### config.mk
export PLATFORM = sky130hd
export DESIGN_NAME = krz_sysbus_arb
export DESIGN_NICKNAME = d
export VERILOG_FILES = /design/src/rtl/krz_map.sv /design/src/rtl/krz_rr_pick2.sv /design/src/rtl/krz_sysbus_arb.sv
export SDC_FILE = /design/constraint.sdc
export NUM_CORES = 1
export LEC_CHECK = 0
export CAP_MARGIN = 40
export CELL_PAD_IN_SITES_DETAIL_PLACEMENT = 1
export CELL_PAD_IN_SITES_GLOBAL_PLACEMENT = 1
export CORE_UTILIZATION = 34
export CTS_CLUSTER_DIAMETER = 80
export CTS_CLUSTER_SIZE = 10
export DETAILED_ROUTE_END_ITERATION = 16
export PLACE_DENSITY_LB_ADDON = 0.1
export RECOVER_POWER = 25
export SLEW_MARGIN = 20
export SYNTH_ARGS = -nofsm -noshare
export SYNTH_HDL_FRONTEND = slang
export SYNTH_SLANG_ARGS = --single-unit
### constraint.sdc
create_clock -name clk -period 3.05 [get_ports clk]
set_input_delay 0.61 -clock clk [delete_from_list [all_inputs] [get_ports clk]]
set_output_delay 0.61 -clock clk [all_outputs]
set_load 0.02 [all_outputs]
### src/rtl/krz_map.sv
// KRZ system-bus shared types and constants for the sysbus arbiter.
// Latency: none (declarations only).
// Backpressure: n/a.
package krz_map;

    typedef enum logic [1:0] {
        IDLE = 2'd0,
        BUSY = 2'd1,
        ACK  = 2'd2
    } krz_arb_state_e;

    // Read data returned to a master whose transaction was aborted by timeout.
    localparam logic [31:0] KRZ_SYSBUS_ABORT_DATA = 32'hDEAD_BEEF;

    // Default number of BUSY cycles to wait for the slave before aborting.
    localparam int KRZ_SYSBUS_TIMEOUT_DEFAULT = 255;

    // Registered copy of one Wishbone request, held for a whole transaction.
    typedef struct packed {
        logic [23:0] adr;
        logic [31:0] dat;
        logic        we;
        logic [3:0]  sel;
    } krz_sysbus_req_t;

endpackage

### src/rtl/krz_rr_pick2.sv
// Two-way round-robin pick: grants the requester that was not served last on a tie.
// Latency: combinational.
// Backpressure: none; valid is low when nothing is requested.
module krz_rr_pick2 (
    input  logic [1:0] req,
    input  logic       last,
    output logic       gnt,
    output logic       valid
);

    // Single requester wins outright; on a tie the one not served last wins.
    always_comb begin
        gnt   = 1'b0;
        valid = |req;
        case (req)
            2'b10:   gnt = 1'b1;
            2'b11:   gnt = ~last;
            default: gnt = 1'b0;
        endcase
    end

endmodule

### src/rtl/krz_sysbus_arb.sv
// Round-robin arbiter granting the sysbus Wishbone slave to master 0 (crossbar) or master 1 (debug/DMA).
// Latency: stb at cycle 0 -> sys_stb_o at 1 -> sys_ack_i at k -> master ack at k+1 -> IDLE at k+2.
// Backpressure: losing master waits with stb held; optional KRZ_SYSBUS_TIMEOUT_EN aborts a stuck slave.
module krz_sysbus_arb
    import krz_map::*;
#(
    parameter int TIMEOUT = KRZ_SYSBUS_TIMEOUT_DEFAULT
)
(
    input  logic        clk,
    input  logic        rstz,
    input  logic [23:0] m0_adr_i,
    input  logic [31:0] m0_dat_i,
    output logic [31:0] m0_dat_o,
    input  logic        m0_we_i,
    input  logic [3:0]  m0_sel_i,
    input  logic        m0_stb_i,
    output logic        m0_ack_o,
    input  logic [23:0] m1_adr_i,
    input  logic [31:0] m1_dat_i,
    output logic [31:0] m1_dat_o,
    input  logic        m1_we_i,
    input  logic [3:0]  m1_sel_i,
    input  logic        m1_stb_i,
    output logic        m1_ack_o,
    output logic [23:0] sys_adr_o,
    output logic [31:0] sys_dat_o,
    input  logic [31:0] sys_dat_i,
    output logic        sys_we_o,
    output logic [3:0]  sys_sel_o,
    output logic        sys_stb_o,
    input  logic        sys_ack_i
`ifdef KRZ_SYSBUS_TIMEOUT_EN
    ,
    output logic        timeout_o
`endif
);

    krz_arb_state_e  state, state_nxt;
    logic            gnt;
    logic            rr_last;
    krz_sysbus_req_t req_q;
    krz_sysbus_req_t m0_req, m1_req, win_req;
    logic            pick_gnt, pick_vld;
    logic            load, fin, abort, done;
    logic [31:0]     rsp_dat;

    assign m0_req  = '{adr: m0_adr_i, dat: m0_dat_i, we: m0_we_i, sel: m0_sel_i};
    assign m1_req  = '{adr: m1_adr_i, dat: m1_dat_i, we: m1_we_i, sel: m1_sel_i};
    assign win_req = pick_gnt ? m1_req : m0_req;

    // The slave sees only the registered copy, so sys_* is stable for the whole transaction.
    assign sys_adr_o = req_q.adr;
    assign sys_dat_o = req_q.dat;
    assign sys_we_o  = req_q.we;
    assign sys_sel_o = req_q.sel;

    krz_rr_pick2 u_pick (
        .req   ({m1_stb_i, m0_stb_i}),
        .last  (rr_last),
        .gnt   (pick_gnt),
        .valid (pick_vld)
    );

`ifdef KRZ_SYSBUS_TIMEOUT_EN
    localparam int              CNT_W    = $clog2(TIMEOUT + 1);
    localparam logic [CNT_W-1:0] TMO_LAST = CNT_W'(TIMEOUT - 1);
    logic [CNT_W-1:0]           tmo_cnt;
`endif

    assign done    = fin | abort;
`ifdef KRZ_SYSBUS_TIMEOUT_EN
    assign rsp_dat = fin ? sys_dat_i : KRZ_SYSBUS_ABORT_DATA;
`else
    assign rsp_dat = sys_dat_i;
`endif

    // State register.
    always_ff @(posedge clk or negedge rstz) begin
        if (!rstz) state <= IDLE;
        else       state <= state_nxt;
    end

    // Next state: stb is only looked at in IDLE, so a stb still high during ACK never re-grants.
    always_comb begin
        state_nxt = state;
        load      = 1'b0;
        fin       = 1'b0;
        abort     = 1'b0;
        case (state)
            IDLE: begin
                if (pick_vld) begin
                    load      = 1'b1;
                    state_nxt = BUSY;
                end
            end
            BUSY: begin
                if (sys_ack_i) begin
                    fin       = 1'b1;
                    state_nxt = ACK;
                end
`ifdef KRZ_SYSBUS_TIMEOUT_EN
                else if (tmo_cnt == TMO_LAST) begin
                    abort     = 1'b1;
                    state_nxt = ACK;
                end
`endif
            end
            ACK:     state_nxt = IDLE;
            default: state_nxt = IDLE;
        endcase
    end

    // Grant capture, request copy, and response return to the owning master.
    always_ff @(posedge clk or negedge rstz) begin
        if (!rstz) begin
            gnt       <= 1'b0;
            rr_last   <= 1'b1;
            req_q     <= '0;
            sys_stb_o <= 1'b0;
            m0_ack_o  <= 1'b0;
            m1_ack_o  <= 1'b0;
            m0_dat_o  <= '0;
            m1_dat_o  <= '0;
        end else begin
            if (state == ACK) begin
                m0_ack_o <= 1'b0;
                m1_ack_o <= 1'b0;
            end
            if (load) begin
                gnt       <= pick_gnt;
                rr_last   <= pick_gnt;
                req_q     <= win_req;
                sys_stb_o <= 1'b1;
            end
            if (done) begin
                sys_stb_o <= 1'b0;
                if (gnt) begin
                    m1_ack_o <= 1'b1;
                    m1_dat_o <= rsp_dat;
                end else begin
                    m0_ack_o <= 1'b1;
                    m0_dat_o <= rsp_dat;
                end
            end
        end
    end

`ifdef KRZ_SYSBUS_TIMEOUT_EN
    // BUSY-cycle counter and sticky abort flag; a real ack in the hit cycle wins.
    always_ff @(posedge clk or negedge rstz) begin
        if (!rstz) begin
            tmo_cnt   <= '0;
            timeout_o <= 1'b0;
        end else begin
            if (load)
                tmo_cnt <= '0;
            else if (state == BUSY)
                tmo_cnt <= tmo_cnt + 1'b1;
            if (abort)
                timeout_o <= 1'b1;
        end
    end
`endif

endmodule

==> reports/metrics.yaml <==
core_mm2: 0.01670
violations: "max-capacitance violations, max-slew violations"
grt_pass1_vias: 4717
r2r_slack_ns: 1.19
slew_headroom_pct: -14.04
rows: 47
synth_warnings: 0
worstPathArrival_ns: 2.39
clock_skew_ns: 0.01385
dieHeight_um: 133.3
final_cells: 882
dr_total_vias: 4127
synth_fp_nets: 515
htreeDepth: 4
syn_avg_cell_area_um2: 16.47
dp_hpwl_um: 12440
critPathCaptureType: "flip-flop"
drive_above_1_share_pct: 34.74
drt_wl_total_um: 16810
grt_pass1_wl_um: 26140
hold_viol: 0
netlist_instances: 356
rsz0062_at_grt: "false"
ir_drop_uv: 488.5
fin_area_mm2: 0.009544
critPathBufInv: 2
status: "finished, violations left"
cp_slowest_cell: "clkdlybuf4s50_1"
critical_path.max_fanout: 29
fin_tns_setup_ns: 0
cts_tree: "done"
die_x_um: 133.3
wl_per_cell_um: 19.06
synth_cell_types: 18
portBuffers: 286
cp-startpoint: "m0_stb_i"
first_iter_violations: 111
routabilityCongestion: 0.7554
worstSetupPathType: "input pin to flip-flop"
grt_max_degree: 65
cts-root-buf: "clkbuf_16"
max_stage_delay_ns: 0.56
reg2reg_from: "rr_last"
final_common_cell: "clkdlybuf4s50_1"
ant_nets: 0
worst_setup_path_start_kind: "input pin"
critPathTopFamily: "buffers and inverters"
grt.overflow.total: 0
fillCellCount: 1635
insertion_delay_ns: 0.41
area_growth_pct: 62.75
diodes: 0
fin_crit_ns: 2.098
min_period_over_period_pct: 68.79
ys_ff_latch: 132
cts_made_buffers: 17
design.die.area_mm2: 0.01778
drv_slew: 64
vias_per_cell: 4.679
synth.top_cells.by_area: "dfrtp_1, mux2_2, mux2_4"
layout_common_cells: "clkdlybuf4s50_1, dfrtp_1, mux2_2"
drv_cap: 1
tightest_slew_ns: 1.711
numClockSinks: 132
first_pass_iters: 5
syn_area_mm2: 0.005864
placed_cell_area_mm2: 0.008984
drc_errors: 0
io_pins: 287
antenna_found_initial: 0
clkTransAtPathRegs_ns: 0.06
worstHoldStart: "m0_ack_o"
synth_top_cell_area_share_pct: 55.90
post_cts_buffers: 0
hp-class: "flip-flop to flip-flop"
leakagePower_uw: 0.004093
cts.repair.resized: 0
nets: 808
synth_seq_area_share_pct: 56.35
floorplan.initialDensity_pct: 35.11
path_cells: "clkdlybuf4s50_1 > a21bo_4 > buf_12 > mux2_4 > mux2_2"
powerDensity_mw_per_mm2: 1056
fmax_mhz: 476.6
cp.required_ns: 3.34
dpl.cell_count: 850
final-setup-viol-count: 0
clockBufferDepth: 2
cts_hold_buf: 0
synth_top_area_cell: "dfrtp_1"
grt_util_all_layers_pct: 19.58
==> power breakdown <==
group          internal (µW)  switching [µW]  total [µW]
sequential              2660             473        3130
combinational           2750            2290        5040
clock                   1150             765        1910
total                   6560            3530       10100
==> final timing paths <==
path	endpoint	cells past startpoint
setup reg to reg	sys_dat_o[20]	4
hold / removal	m0_ack_o	1
setup / recovery	sys_dat_o[20]	5
hold reg to reg	m0_ack_o	1
min in group asynchronous	m0_dat_o[8]	1
max in group asynchronous	m0_dat_o[12]	2
==> area by class of cell <==
cell class / count / area, µm² / share of cell area (%)
clock buffers: 22 / 494.2 / 5.178
multi-input cells: 204 / 2434 / 25.50
inverters: 1 / 3.754 / 0.03933
repair buffers: 293 / 2960 / 31.02
well taps: 220 / 275.3 / 2.884
flip-flops and latches: 132 / 3304 / 34.62
clock inverters: 10 / 72.57 / 0.7604
==> cells by family (layout without fill, tap and decap cells) <==
kind of cell / count (synthesis) / after routing / synth area share, %
buf+inv: 20 / 326 / 2.432
flops: 132 / 132 / 56.35
compound gates: 7 / 7 / 0.8533
simple gates: 11 / 11 / 0.8748
mux: 186 / 186 / 39.49
==> registers in the layout, summed over array words and instances, names as in the netlist <==
name / flops
m0_ack_o: 1
rr_last: 1
m1_dat_o: 32
sys_dat_o: 32
state: 2
sys_we_o: 1
sys_sel_o: 4
sys_adr_o: 24
gnt: 1
sys_stb_o: 1
m0_dat_o: 32
m1_ack_o: 1
==> per-stage QoR <==
step	util [%]	hold slack (ns)	setup WS, ns	total power [µW]
2_1_floorplan	-	0.3144	1.306	5750
3_3_place_gp	53.79	0.4635	0.5771	8067
6_report	57.15	0.4832	0.9518	10080
3_5_place_dp	53.79	0.4716	0.5293	8250
4_1_cts	57.18	0.1949	0.9645	10230
5_1_grt	57.15	0.5145	0.8568	10600
==> per-layer routing <==
layer	share of wire, %	up-vias	global-route usage, %
li1	-	1853	-
met1	38	2086	21.75
met2	52	163	34.64
met3	7.3	25	6.279
met4	2.2	0	7.639
met5	0	-	0
==> cells in the mapped netlist, drive strengths merged <==
library cell  count
buf              19
nor3              1
a21o              2
a21bo             1
dfstp             1
a21oi             1
dfrtp           131
mux2            186
a31oi             1
nand2             5
nand2b            2
inv               1
nor2              2
o21ai             2
nand3b            1
No activity file was read; power rests on OpenSTA's default activity.
